--- src/rtl/mem_access_unit_pkg.sv ---
// Shared definitions for the memory-stage controller: access lengths, FSM states
// and the request alignment rule.
package mem_access_unit_pkg;

    localparam int unsigned DATA_WIDTH = 32;

    localparam logic [1:0] LOAD_STORE_BYTE = 2'd0;
    localparam logic [1:0] LOAD_STORE_HALF = 2'd1;
    localparam logic [1:0] LOAD_STORE_WORD = 2'd2;

    typedef enum logic [1:0] {
        ST_IDLE  = 2'd0,
        ST_READ  = 2'd1,
        ST_WRITE = 2'd2,
        ST_RESP  = 2'd3
    } mauState_t;

    // A half may straddle bytes 0..2 but not cross the word; length 3 is illegal.
    function automatic logic isAligned(input logic [1:0] len, input logic [1:0] offset);
        case (len)
            LOAD_STORE_BYTE: return 1'b1;
            LOAD_STORE_HALF: return offset != 2'd3;
            LOAD_STORE_WORD: return offset == 2'd0;
            default:         return 1'b0;
        endcase
    endfunction

endpackage

--- src/rtl/mem_access_unit_load_store.sv ---
// LoadStore: combinational byte/half extraction for loads and merge for stores
// within one 32-bit word.
module LoadStore
    import mem_access_unit_pkg::*;
(
    input  logic [DATA_WIDTH-1:0] dataIn,
    input  logic [1:0]            offset,
    input  logic [1:0]            length,
    input  logic                  signExtend,
    input  logic [DATA_WIDTH-1:0] writeDataIn,
    output logic [DATA_WIDTH-1:0] readDataOut,
    output logic [DATA_WIDTH-1:0] writeDataOut
);

    logic [7:0]  byteSel;
    logic [15:0] halfSel;

    always_comb begin
        byteSel      = 8'h00;
        halfSel      = 16'h0000;
        readDataOut  = '0;
        writeDataOut = dataIn;

        case (offset)
            2'd0:    byteSel = dataIn[7:0];
            2'd1:    byteSel = dataIn[15:8];
            2'd2:    byteSel = dataIn[23:16];
            default: byteSel = dataIn[31:24];
        endcase

        // Offset 3 is rejected upstream for halves; it aliases offset 2 here.
        case (offset)
            2'd0:    halfSel = dataIn[15:0];
            2'd1:    halfSel = dataIn[23:8];
            default: halfSel = dataIn[31:16];
        endcase

        case (length)
            LOAD_STORE_BYTE: begin
                readDataOut = {{24{signExtend & byteSel[7]}}, byteSel};
                case (offset)
                    2'd0:    writeDataOut[7:0]   = writeDataIn[7:0];
                    2'd1:    writeDataOut[15:8]  = writeDataIn[7:0];
                    2'd2:    writeDataOut[23:16] = writeDataIn[7:0];
                    default: writeDataOut[31:24] = writeDataIn[7:0];
                endcase
            end
            LOAD_STORE_HALF: begin
                readDataOut = {{16{signExtend & halfSel[15]}}, halfSel};
                case (offset)
                    2'd0:    writeDataOut[15:0]  = writeDataIn[15:0];
                    2'd1:    writeDataOut[23:8]  = writeDataIn[15:0];
                    default: writeDataOut[31:16] = writeDataIn[15:0];
                endcase
            end
            LOAD_STORE_WORD: begin
                readDataOut  = dataIn;
                writeDataOut = writeDataIn;
            end
            default: begin
                readDataOut  = '0;
                writeDataOut = dataIn;
            end
        endcase
    end

endmodule

--- src/rtl/mem_access_unit.sv ---
// Memory-stage controller: one load/store at a time, word-aligned bus accesses,
// read-modify-write for sub-word stores, single-cycle response to the core.
module mem_access_unit
    import mem_access_unit_pkg::*;
#(
    parameter int unsigned ADDR_WIDTH = 32
) (
    input  logic                  clk,
    input  logic                  reset,
    input  logic                  reqValid,
    output logic                  reqReady,
    input  logic                  reqWrite,
    input  logic [ADDR_WIDTH-1:0] reqAddr,
    input  logic [1:0]            reqLen,
    input  logic                  reqSignExtend,
    input  logic [DATA_WIDTH-1:0] reqWriteData,
    output logic                  respValid,
    output logic [DATA_WIDTH-1:0] respData,
    output logic                  respError,
    output logic [ADDR_WIDTH-1:0] memAddr,
    output logic                  memRead,
    output logic                  memWrite,
    output logic [DATA_WIDTH-1:0] memWriteData,
    input  logic [DATA_WIDTH-1:0] memReadData,
    input  logic                  memReady
);

    mauState_t             state;
    mauState_t             stateNext;
    logic [ADDR_WIDTH-1:0] addrQ;
    logic [1:0]            lenQ;
    logic                  signQ;
    logic                  writeQ;
    logic [DATA_WIDTH-1:0] wdataQ;
    logic [DATA_WIDTH-1:0] dataQ;
    logic                  respLoad;
    logic                  accept;
    logic                  reqErr;
    logic [DATA_WIDTH-1:0] lsReadData;

    assign accept = reqValid && reqReady;
    assign reqErr = !isAligned(reqLen, reqAddr[1:0]);

    // Next-state decode.
    always_comb begin
        stateNext = state;
        case (state)
            ST_IDLE: begin
                if (accept) begin
                    if (reqErr) begin
                        stateNext = ST_RESP;
                    end else if (!reqWrite || (reqLen != LOAD_STORE_WORD)) begin
                        stateNext = ST_READ;
                    end else begin
                        stateNext = ST_WRITE;
                    end
                end
            end
            ST_READ: begin
                if (memReady) begin
                    stateNext = writeQ ? ST_WRITE : ST_RESP;
                end
            end
            ST_WRITE: begin
                if (memReady) begin
                    stateNext = ST_RESP;
                end
            end
            ST_RESP: stateNext = ST_IDLE;
            default: stateNext = ST_IDLE;
        endcase
    end

    // State, request latches and registered strobes/handshakes.
    always_ff @(posedge clk) begin
        if (reset) begin
            state     <= ST_IDLE;
            reqReady  <= 1'b0;
            memRead   <= 1'b0;
            memWrite  <= 1'b0;
            respValid <= 1'b0;
            respError <= 1'b0;
            respLoad  <= 1'b0;
            addrQ     <= '0;
            lenQ      <= LOAD_STORE_BYTE;
            signQ     <= 1'b0;
            writeQ    <= 1'b0;
            wdataQ    <= '0;
            dataQ     <= '0;
        end else begin
            state     <= stateNext;
            reqReady  <= (stateNext == ST_IDLE);
            memRead   <= (stateNext == ST_READ);
            memWrite  <= (stateNext == ST_WRITE);
            respValid <= (stateNext == ST_RESP);
            // Only the IDLE -> RESP path is an error; only a load reaches RESP from READ.
            respError <= (stateNext == ST_RESP) && (state == ST_IDLE);
            respLoad  <= (stateNext == ST_RESP) && (state != ST_IDLE) && !writeQ;
            if (accept) begin
                addrQ  <= reqAddr;
                lenQ   <= reqLen;
                signQ  <= reqSignExtend;
                writeQ <= reqWrite;
                wdataQ <= reqWriteData;
            end
            if ((state == ST_READ) && memReady) begin
                dataQ <= memReadData;
            end
        end
    end

    LoadStore u_loadStore (
        .dataIn       (dataQ),
        .offset       (addrQ[1:0]),
        .length       (lenQ),
        .signExtend   (signQ),
        .writeDataIn  (wdataQ),
        .readDataOut  (lsReadData),
        .writeDataOut (memWriteData)
    );

    assign memAddr  = {addrQ[ADDR_WIDTH-1:2], 2'b00};
    assign respData = respLoad ? lsReadData : '0;

endmodule
--- config.mk ---
export PLATFORM = sky130hd
export DESIGN_NAME = mem_access_unit
export DESIGN_NICKNAME = d
export VERILOG_FILES = /design/src/rtl/mem_access_unit_pkg.sv /design/src/rtl/mem_access_unit_load_store.sv /design/src/rtl/mem_access_unit.sv
export SDC_FILE = /design/constraint.sdc
export NUM_CORES = 1
export LEC_CHECK = 0
export CAP_MARGIN = 20
export CORE_UTILIZATION = 45
export DETAILED_ROUTE_END_ITERATION = 7
export PLACE_DENSITY = 0.77
export SYNTH_ARGS = -nofsm -noshare
export SYNTH_HDL_FRONTEND = slang
export SYNTH_HIERARCHICAL = 1
export SYNTH_SLANG_ARGS = --single-unit
--- constraint.sdc ---
create_clock -name clk -period 2.69 [get_ports clk]
set_clock_uncertainty 0.1 [all_clocks]
set_input_delay 0.538 -clock clk [delete_from_list [all_inputs] [get_ports clk]]
set_output_delay 0.538 -clock clk [all_outputs]
set_load 0.03 [all_outputs]
# Word level (Yosys, flattened, before mapping)
# Cells that the tools add are included.
word_totals:
  regBits: 108
  in_bits: 104
  word_cells: 66
op_classes:
  eq_ne: 14
  muxes: 20
  n_bitwise: 2
  n_reduce_logical: 17
ops:
  columns: ["operator", "n"]
  rows:
  - ["$pmux 32 s3", 2]
  - ["$mux 8", 5]
  - ["$mux 32", 1]
  - ["$pmux 16 s2", 1]
  - ["$pmux 8 s2", 2]
  - ["$pmux 8 s3", 1]
  - ["$eq 2x2->1 const B", 7]
  - ["$logic_not 2->1", 6]
  - ["$eq 2x1->1 const B", 5]
  - ["$mux 2", 5]
  - ["$pmux 2 s4", 1]
  - ["$logic_and 1x1->1", 5]
  - ["$ne 2x2->1 const B", 2]
  - ["$pmux 1 s3", 1]
  - ["$reduce_or 3->1", 1]
  - ["$and 1x1->1", 2]
  - ["$logic_not 1->1", 2]
  - ["$reduce_bool 2->1", 1]
  - ["$reduce_or 2->1", 1]
  - ["$logic_or 1x1->1", 1]
  - ["$mux 1", 1]

# Depth between registers and ports, before layout
# Gate-level depths: netlist of the first run.
logic_depth:
  ltp_word: 9
  ltp_mapped: 7

# Cells and area by module
# Netlist of the first run, hierarchy kept.
by_module_without_submodules:
  columns: ["mod", "n_inst", "cells_per_inst", "area_per_inst_um2", "seq_area_each_um2"]
  rows:
  - ["mem_access_unit", 1, 538, 4214.0, 2162.1]
  - ["LoadStore", 1, 368, 2436.1, 0.0]

# Worst setup path before layout of the first run
# Ideal clock, no wire load.
synth_path:
  path_kind: "reg-to-output"
  from: "register addrQ[0]"
  to: "output memWriteData[13]"
  arrival_ns: 1.778
  slack_ns: 0.274
  stages_incl_launch_ff: 7
  n_path_buf: 2
  cell_sequence: "dfxtp_1 > buf_6 > nor2b_1 > buf_4 > mux2_2 > mux2i_1 > o21ai_0"
synth_via:
  elab_chain_len: 3
  word_cells_on_any_way: 5
  cone_classes: "1 x eq/ne; 3 x mux; 1 x reduce/logical"
synth_rtl:
  columns: ["item", "line_no", "source"]
  rows:
  - ["start, declared", "mem_access_unit.sv:30", "logic [ADDR_WIDTH-1:0] addrQ;"]
  - ["start signal, assigned", "mem_access_unit.sv:100", "addrQ <= reqAddr;"]
  - ["$eq 2x1->1 / $logic_not 2->1 (equally long branches)", "mem_access_unit_load_store.sv:41, mem_access_unit_load_store.sv:50", null]
  - ["$pmux 8 s2 / $mux 8 (equally long branches)", "mem_access_unit_load_store.sv:50, mem_access_unit_load_store.sv:41", null]
  - ["$pmux 32 s3 (*)", "mem_access_unit_load_store.sv:38", "case (length)"]
  - ["end, declared", "mem_access_unit.sv:23", "output logic [DATA_WIDTH-1:0] memWriteData,"]
# Mark *: on every way between the ends. The rest lies on a longest branch, timed or not.

# Final worst setup path of the first run
layout_path:
  from: "register addrQ[0]"
  to: "output respData[29]"
layout_via:
  elab_chain_len: 5
  word_cells_on_any_way: 9
  cone_classes: "2 x eq/ne; 4 x mux; 2 x bitwise; 1 x reduce/logical"
layout_rtl:
  columns: ["item", "line_no", "source"]
  rows:
  - ["$eq 2x2->1 (tied with other cells)", "mem_access_unit_load_store.sv:24", "case (offset)"]
  - ["$pmux 8 s3 / $pmux 16 s2 (equally long branches)", "mem_access_unit_load_store.sv:24, mem_access_unit_load_store.sv:32", null]
  - ["$and 1x1->1, on equally long branches", "mem_access_unit_load_store.sv:40, mem_access_unit_load_store.sv:49", null]
  - ["$pmux 32 s3 (*)", "mem_access_unit_load_store.sv:38", null]
  - ["net lsReadData[29]", "mem_access_unit.sv:39", "logic [DATA_WIDTH-1:0] lsReadData;"]
  - ["$mux 32 (*)", "mem_access_unit.sv:123", "assign respData = respLoad ? lsReadData : '0;"]
  - ["end, declared", "mem_access_unit.sv:18", "output logic [DATA_WIDTH-1:0] respData,"]
# The timed path passes the listed nets; every way through them passes the cells marked *.

==> flow_summary.toml, run 1 <==
[die]
die_h_um = 123.6
start_util_pct = 45.93
rows = 44
dieArea_um2 = 15270
top_level_ports = 205
core_area_um2 = 14480
die_w_um = 123.6

[sta]
maxSlewHeadroom_pct = 43.83
finalSetupViolations = 24
fin_ws_ps = -93.48
max_freq_mhz = 359.3
rsz0062_at_grt = "true"
period_share_pct = 103.5
hold_viol_final = 0
min_period_ps = 2783
tightest_slew_ps = 841.3
holdWs_ps = 354.5
drv_slew = 0

[worst_setup_path]
arrival_ps = 2150
path_buf_inv = 3
cp.required_ps = 2050
crit_path_max_incr_delay_ps = 380
end_kind = "output pin"
reg2reg_setup_slack_ps = 1130
critPathLaunchType = "flip-flop"
crit_top_cell = "buf_6"
r2r-end = "dataQ[14]"
crit_family = "compound AO/OA/AOI/OAI gates"
worstPathCellList = "buf_6, nand2b_4, a221oi_4, buf_6, nor2_4, a211oi_2, and2_4, buf_6"
r2r_cells = 5
crit_slowest_cell = "dfxtp_4"
path_class = "flip-flop to output pin"
r2r_start = "state[0]"
worstPathMaxFanout = 8

[power_and_ir_drop]
finalPower_mw = 5.792
p_leak_nw = 3.500
irDropWorstVdd_v = 0.0006266
power.density_nw_per_um2 = 601.7

[yosys]
synth_cell_types = 50
yosys_warnings = 6
ys_seq_elements = 108
synth_cells = 906
synth-main-ff-cell = "dfxtp_1"
synth_edf_count = 0
async_flop_share_pct = 0
syn-cell-area_um2 = 6650
seq_area_frac_synth_pct = 32.51
syn_avg_cell_area_um2 = 7.340

[layout]
area_growth_pct = 44.76
drive_gt1_share_pct = 20.26
fin_nets = 1175
utilization_pct = 66.49
diodes = 0

[drt]
wl_per_cell_um = 18.06
first_iter_violations = 724
num_vias = 7136
drc = 0
ant_nets = 0
drt_wl_total_mm = 22.75
dr.pass1.iters = 6
routed_via_density = 5.663

[worst_hold_path]
worst_hold_path_type = "flip-flop to flip-flop"
whs_path_depth = 2
hold_start = "addrQ[9]"
hold_path_end = "addrQ[9]"

[global_route]
grt_pass1_wl_mm = 34.44
met3_usage_pct = 8.533
antenna_found_initial = 0
grt-busiest-layer = "met2"
met1_usage_pct = 37.64
grt_max_degree = 63
grt_pass1_vias = 6555
grt.met2_usage_pct = 45.50
grt_use_total_pct = 29.70
overflow = 0

[cts]
clock_sinks = 108
cts_buffers = 9
root_buffer = "clkbuf_16"
tritoncts = "built"
clk_pin_slew_ps = 80
h-tree-depth = 3
clock_path_buffers = 2
worstSkewPairLatency_ps = 360

[placement]
gp_congestion = 0.9926
io_buffers = 202
hpwl_mm = 15.59
pre_cts_ws_ps = 114.7

[run_status]
outcome = "finished with violations"
violations = "setup timing"

[run]
max_cap_viol_count = 0
-- worst max-delay path by stage --
stage | from | endpoint | slack, ps | cells after the start
3_3_place_gp | addrQ[0] | memWriteData[9] | 190 | 5
4_1_cts | addrQ[0] | respData[23] | -30 | 7
2_1_floorplan | addrQ[0] | memWriteData[13] | 270 | 6
5_1_grt | addrQ[0] | respData[29] | -140 | 8
3_5_place_dp | addrQ[0] | memWriteData[10] | 110 | 5
6_report | addrQ[0] | respData[29] | -90 | 8
-- synth_stat cells (6+ instances only) --
cell type | count | area, um2
and2_1 | 38 | 237.7
a22o_1 | 9 | 78.83
a221o_1 | 7 | 70.07
o211ai_1 | 6 | 45.04
mux2_2 | 20 | 225.2
mux2i_1 | 37 | 370.4
a21oi_1 | 126 | 630.6
nand2_1 | 266 | 998.5
a22oi_1 | 11 | 82.58
clkbuf_1 | 40 | 150.1
nor2b_1 | 17 | 106.4
buf_4 | 37 | 277.8
buf_6 | 6 | 67.56
a211oi_2 | 10 | 125.1
nor2_1 | 18 | 67.56
a211oi_1 | 15 | 112.6
o21ai_0 | 46 | 230.2
buf_2 | 20 | 100.1
dfxtp_1 | 108 | 2162
-- worst register-to-register path, cell delays in order, from the launching register on --
cell     delay, ps
dfxtp_1        400
inv_2           80
or3_1          360
buf_4          250
nand2_1        150
a21oi_1         70
-- where the power goes --
group          internal (mW)  switching (mW)
Combinational           1.07            1.29
Sequential              1.81           0.290
Clock                  0.653           0.684
Total                   3.53            2.26
-- routing by layer --
layer  share of wire [%]  wire, um  up-vias
met5                   0         0        -
met4                 5.3      1206        0
met2                  45     10200      403
met3                  10      2309       81
li1                    -         -     3394
met1                  40      9041     3258
-- metrics by stage --
| stage | instance area, um2 | setup TNS [ps] | instances |
|---|---|---|---|
| detailed placement | 8929 | 0 | 1232 |
| global route | 9627 | -2268 | 1260 |
| finish | 9627 | -722.3 | 1260 |
| global placement | 8929 | 0 | 1232 |
| CTS | 9487 | -316.1 | 1255 |
| floorplan | 6654 | 0 | 907 |
-- timing repair --
item | in CTS | in global routing
pin swaps | 4 | 5
hold buffers | 0 | 0
gates resized for setup | 55 | 30
setup buffers | 7 | 4
cloned | 2 | 1
setup endpoints to repair | 57 | 51
hold endpoints to repair | 0 | 0
-- cells by family after synthesis --
| family | count (synthesis) | share of synthesized area [%] |
|---|---|---|
| and+or+nand+nor | 362 | 23.46 |
| AOI/OAI and AO/OA | 265 | 25.48 |
| DFF | 108 | 32.51 |
| muxes | 57 | 8.956 |
| buffers and inverters | 113 | 9.539 |
| other | 1 | 0.05639 |
-- final cells by class --
cell class	count	area, um2
clock inverter	7	66.31
tap	184	230.2
inverter	5	20.02
timing repair buffer	260	2861
clock buffer	9	225.2
fill	1242	4852
sequential	108	2178
multi-input combinational	687	4045
-- placed cells by master (no fill, tap or decap), types with 4 or more instances in the layout --
master,instances
o211a_1,5
a21oi_1,126
and2_1,32
a221o_1,7
mux2_2,14
nand3_1,5
a31oi_1,4
dfxtp_2,4
and2_4,5
a22o_1,9
clkbuf_16,11
o21ai_0,45
buf_4,63
mux2_4,6
mux2i_1,35
buf_6,20
nand2_1,264
clkdlybuf4s50_1,137
nand2_2,6
nor2b_1,14
a22oi_1,11
buf_12,35
a211oi_1,10
a211oi_2,14
o211ai_1,6
nor2_1,16
o221ai_1,5
dfxtp_1,101
-- state kept, by name (all words and copies together), names as in the netlist, 2 cells and up --
name and cells:
lenQ 2, wdataQ 32, addrQ 32, state 2
dataQ 32
(Power assumes the default switching activity.)
==> run 2: changes to the inputs <==
--- a/config.mk
+++ b/config.mk
@@ -5,10 +5,12 @@
 export SDC_FILE = /design/constraint.sdc
 export NUM_CORES = 1
 export LEC_CHECK = 0
+export ABC_AREA = 1
+export ABC_CLOCK_PERIOD_IN_PS = 2690
 export CAP_MARGIN = 20
 export CORE_UTILIZATION = 45
 export DETAILED_ROUTE_END_ITERATION = 7
-export PLACE_DENSITY = 0.77
+export PLACE_DENSITY = 0.78
 export SYNTH_ARGS = -nofsm -noshare
 export SYNTH_HDL_FRONTEND = slang
 export SYNTH_HIERARCHICAL = 1
==> constraint.sdc (replaced) <==
create_clock -name clk -period 2.69 [get_ports clk]
set_clock_uncertainty 0.1 [all_clocks]
set_input_delay 0.269 -clock clk [delete_from_list [all_inputs] [get_ports clk]]
set_output_delay 0.269 -clock clk [all_outputs]
set_load 0.03 [all_outputs]
==> run 2 against run 1 <==
Against the previous run:
- clock power about the same
- hold slack better by 26 ps
- sequential power rose by 6%
- sequential share of layout area up 2.5 points
- critical path type unchanged
- non-clock buffer count fell by 27
- global-route usage decreased by 1.2 points
- synthesized cell count grew 17%
- power increased by 16%
- routed wire length is 9.4% lower
- largest power group unchanged
- the flow now finishes without violations
==> flow_summary.toml, run 2 <==
[run_status]
outcome = "completed"

[yosys]
synth_edf_count = 0
syn-cell-area_um2 = 6360
ys_seq_elements = 108
synth_top_area_share_pct = 34.00
synth_cells = 1057
seq_area_frac_synth_pct = 34.00
yosys_warnings = 6
syn_avg_cell_area_um2 = 6.017
async_flop_share_pct = 0
synth.most_common_cell = "nand2_1"
netlist_top_cells_area = "dfxtp_1 34%, nand2_1 16%, nor2_1 14%, o21ai_0 7.9%, nand3_1 6.8%"
synth_cell_types = 25
ys_top_cells_by_count = "267 x nand2_1, 235 x nor2_1, 108 x dfxtp_1"
synth-main-ff-cell = "dfxtp_1"
synth_area_leader_cell = "dfxtp_1"

[drt]
dr_wl_met2_mm = 9.219
first_iter_violations = 702
num_vias = 7104
wl_per_cell_um = 14.81
ant_nets = 0
drc = 0
wl_met1_mm = 9.016
dr.pass1.iters = 5
routed_via_density = 5.107
routed.top_layer = "met4"
drt_wl_total_mm = 20.61
dr_wl_met3_mm = 1.910

[sta]
fin_ws_ps = 78.78
max_freq_mhz = 383.0
finalSetupViolations = 0
tightest_slew_ps = 615.7
rsz0062_at_grt = "false"
hold_viol_final = 0
period_share_pct = 97.07
drv_slew = 0
maxSlewHeadroom_pct = 58.89
min_period_ps = 2611
setup-tns-final_ps = 0

[worst_setup_path]
end_kind = "output pin"
arrival_ps = 2240
cp.required_ps = 2320
worstPathMaxFanout = 23
worstPathCellList = "inv_2, nand2_1, buf_4, nor2_1, nand3_1, nand4_1, clkdlybuf4s50_1"
path_buf_inv = 3
crit_slowest_cell = "clkdlybuf4s50_1"
crit_family = "buffers and inverters"
critPathLaunchType = "flip-flop"
crit_path_max_incr_delay_ps = 680
path_class = "flip-flop to output pin"

[global_route]
overflow = 0
grt_max_degree = 68
antenna_found_initial = 0
grt_pass1_wl_mm = 32.27
grt_use_total_pct = 28.52
grt_pass1_vias = 6298

[die]
core_area_um2 = 13830
start_util_pct = 46.00
rows = 43
die_w_um = 120.9
dieArea_um2 = 14610
top_level_ports = 205
die_h_um = 120.9

[layout]
final_cell_mix = "266 x nand2_1, 235 x nor2_1, 139 x clkdlybuf4s50_1, 106 x dfxtp_1, 101 x o21ai_0"
diodes = 0
final_common_cell = "nand2_1"
area_growth_pct = 35.39
design_area_um2 = 8611
drive_gt1_share_pct = 9.083
utilization_pct = 62.27
fin_nets = 1310
top_regs = "addrQ (32), dataQ (32), wdataQ (32)"

[cts]
cts_resized = 18
root_buffer = "clkbuf_16"
postCtsSetupRepairBufs = 0
holdBufCountCts = 0
cts_buffers = 9
h-tree-depth = 3
clk_pin_slew_ps = 80
clock_sinks = 108
clock_path_buffers = 2
tritoncts = "built"
worstSkewPairLatency_ps = 350

[worst_hold_path]
worst_hold_path_type = "flip-flop to flip-flop"

[placement]
gp_congestion = 0.9940
pre_cts_ws_ps = 261.2
hpwl_mm = 15.23
placed_cell_area_um2 = 8322
io_buffers = 202

[power_and_ir_drop]
p_leak_nw = 4.214
finalPower_mw = 6.745
power.density_nw_per_um2 = 783.3
irDropWorstVdd_v = 0.0005254

[run]
max_cap_viol_count = 0
[run 2: stage by stage]
stage,instances,hold slack [ps]
2_1_floorplan,1058,259.7
3_3_place_gp,1375,360.8
3_5_place_dp,1375,371.0
4_1_cts,1391,388.3
5_1_grt,1391,405.0
6_report,1391,380.3
[run 2: path summary, 6_finish.rpt]
path	start	to	slack (ps)	cells past startpoint
max	lenQ[1]	memWriteData[20]	80	7
min	addrQ[22]	addrQ[22]	380	2
max reg2reg	state[0]	respLoad	1120	6
min reg2reg	addrQ[22]	addrQ[22]	380	2
[run 2: cells by family after synthesis]
group / after synthesis / share of synthesized area, %
AO/OA/AOI/OAI: 140 / 11.75
other: 1 / 0.05896
AND/OR/NAND/NOR: 621 / 40.00
buffers and inverters: 187 / 14.20
flip-flops: 108 / 34.00
[run 2: layer usage]
layer	up-vias	track usage, %
li1	3591	-
met1	3181	38.11
met2	301	44.54
met3	31	7.613
met4	0	8.951
met5	-	0
[run 2: cell type report]
| cell class | instances | area (um2) |
|---|---|---|
| repair buffers | 233 | 2277 |
| fillers | 1341 | 5216 |
| flip-flops and latches | 108 | 2165 |
| clock inverters | 4 | 57.56 |
| well taps | 180 | 225.2 |
| clock buffers | 12 | 236.5 |
| inverters | 91 | 341.6 |
| multi-input cells | 763 | 3308 |
[run 2: where the power goes]
part / leakage, nW / switching (mW) / internal, mW / total [mW]
sequential: 0.884 / 0.315 / 1.92 / 2.23
combinational: 3.19 / 1.97 / 1.20 / 3.17
clock: 0.139 / 0.611 / 0.734 / 1.35
[run 2: worst reg2reg max path, cell delays in order, from the launching register on]
cell and delay [ps]:
dfxtp_1 330, inv_2 100, nor3_4 50, inv_2 450
nand2_1 200, nand2_1 150, nor2_1 80
==> run 3: changes to the inputs <==
--- a/config.mk
+++ b/config.mk
@@ -6,7 +6,7 @@
 export NUM_CORES = 1
 export LEC_CHECK = 0
 export ABC_AREA = 1
-export ABC_CLOCK_PERIOD_IN_PS = 2690
+export ABC_CLOCK_PERIOD_IN_PS = 2600
 export CAP_MARGIN = 20
 export CORE_UTILIZATION = 45
 export DETAILED_ROUTE_END_ITERATION = 7
==> constraint.sdc (replaced) <==
create_clock -name clk -period 2.6 [get_ports clk]
set_clock_uncertainty 0.1 [all_clocks]
set_input_delay 0.26 -clock clk [delete_from_list [all_inputs] [get_ports clk]]
set_output_delay 0.26 -clock clk [all_outputs]
set_load 0.03 [all_outputs]
==> run 3 against run 2 <==
Against the previous run:
- via count up 0.80%
- setup slack better by 34 ps
- highest routed layer unchanged
- routed wire length up 0.95%
- largest power group unchanged
- sequential power up 4%
==> flow_summary.toml, run 3 (synthesis gave the netlist of run 2 again) <==
[placement]
gp_congestion = 0.9763
pre_cts_ws_ps = 110.0
hpwl_mm = 15.44
io_buffers = 202
placed_cell_area_um2 = 8362

[die]
start_util_pct = 46.00
dieArea_um2 = 14610
core_area_um2 = 13830
rows = 43
top_level_ports = 205
die_h_um = 120.9
die_w_um = 120.9

[run]
max_cap_viol_count = 0

[cts]
clk_pin_slew_ps = 70
root_buffer = "clkbuf_16"
h-tree-depth = 3
worstSkewPairLatency_ps = 360
cts_buffers = 9
postCtsSetupRepairBufs = 0
clock_sinks = 108
clock_path_buffers = 2
tritoncts = "built"

[drt]
ant_nets = 0
drt_wl_total_mm = 20.80
drc = 0
dr.pass1.iters = 7
routed_via_density = 5.141
wl_per_cell_um = 14.93
num_vias = 7161
first_iter_violations = 825

[sta]
period_share_pct = 95.67
max_freq_mhz = 402.0
hold_viol_final = 0
finalSetupViolations = 0
fin_ws_ps = 112.7
min_period_ps = 2487
drv_slew = 0
maxSlewHeadroom_pct = 55.78
rsz0062_at_grt = "true"
tightest_slew_ps = 662.3

[layout]
fin_nets = 1312
nFillCells = 1379
design_area_um2 = 8647
final_common_cell = "nand2_1"
area_growth_pct = 35.96
diodes = 0
top_regs = "addrQ (32), dataQ (32), wdataQ (32)"
drive_gt1_share_pct = 9.563
final_cell_mix = "266 x nand2_1, 234 x nor2_1, 138 x clkdlybuf4s50_1, 106 x dfxtp_1, 101 x o21ai_0"

[power_and_ir_drop]
power.density_nw_per_um2 = 801.8
p_leak_nw = 4.168
irDropWorstVdd_v = 0.0004712

[worst_setup_path]
cp.required_ps = 2240
end_kind = "output pin"
worstPathMaxFanout = 16
critPathLaunchType = "flip-flop"
arrival_ps = 2130
path_class = "flip-flop to output pin"

[global_route]
antenna_found_initial = 0
grt_use_total_pct = 28.64
grt_pass1_wl_mm = 32.54
overflow = 0
grt_pass1_vias = 6361
grt_max_degree = 48

[run_status]
outcome = "completed"

[worst_hold_path]
worst_hold_path_type = "input port to flip-flop"
## run 3: cell types whose count changed in the layout (fill, tap and decap cells not counted), sizes merged
cell,before,now
clkbuf,12,14
dlygate4sd2,16,8
clkdlybuf4s50,139,138
clkdlybuf4s15,0,9
clkinv,0,1
dlymetal6s2s,2,0
buf,76,78
bufinv,1,0
## run 3: stage by stage
stage	std cells	hold slack [ps]	utilization, %	power [mW]	TNS (ps)
floorplan	1058	250.7	-	4.383	0
global placement	1377	361.6	60.47	5.561	0
detailed placement	1377	371.1	60.47	5.594	0
CTS	1393	371.4	62.39	6.930	0
global route	1393	395.2	62.54	7.354	-173.8
finish	1393	378.3	62.54	6.933	0
## run 3: final timing paths
kind / startpoint / end / slack, ps / cells after the start
worst max-delay path: lenQ[1] / respData[22] / 110 / 9
worst min register to register: addrQ[28] / addrQ[28] / 380 / 2
worst min-delay path: memReadData[14] / dataQ[14] / 380 / 3
worst max register to register: state[0] / respLoad / 1010 / 6
## run 3: worst max-delay path, cell delays in order, from the launching register on
cell           delay [ps]
dfxtp_1               380
inv_2                 180
nand2_1               110
inv_2                 180
nand3_1               100
buf_4                 200
nand3_1                90
nand2_1                60
inv_1                  70
dlygate4sd2_1         390
## run 3: power by group
| group | internal [mW] | switching [mW] |
|---|---|---|
| sequential | 1.98 | 0.327 |
| combinational | 1.25 | 2.04 |
| clock | 0.686 | 0.648 |
## run 3: per-layer routing
metal | vias to the layer above | wire [um] | track usage (%)
li1 | 3594 | - | -
met1 | 3188 | 9033 | 38.16
met2 | 341 | 9375 | 45.25
met3 | 38 | 1924 | 6.767
met4 | 0 | 466 | 9.645
met5 | - | 0 | 0
## run 3: cell type report
type                            count  area (um2)  area share, %
Sequential cell                   108        2167          25.06
Clock buffer                       12       246.5          2.851
Timing Repair Buffer              235        2316          26.78
Clock inverter                      4       32.53         0.3762
Multi-Input combinational cell    763        3318          38.37
Tap cell                          180       225.2          2.605
Inverter                           91       341.6          3.950
## run 3: what timing repair did
action	in CTS	in global routing
resized for setup	22	17
pin swaps	0	0
endpoints found under the setup margin	45	38
hold buffers	0	0
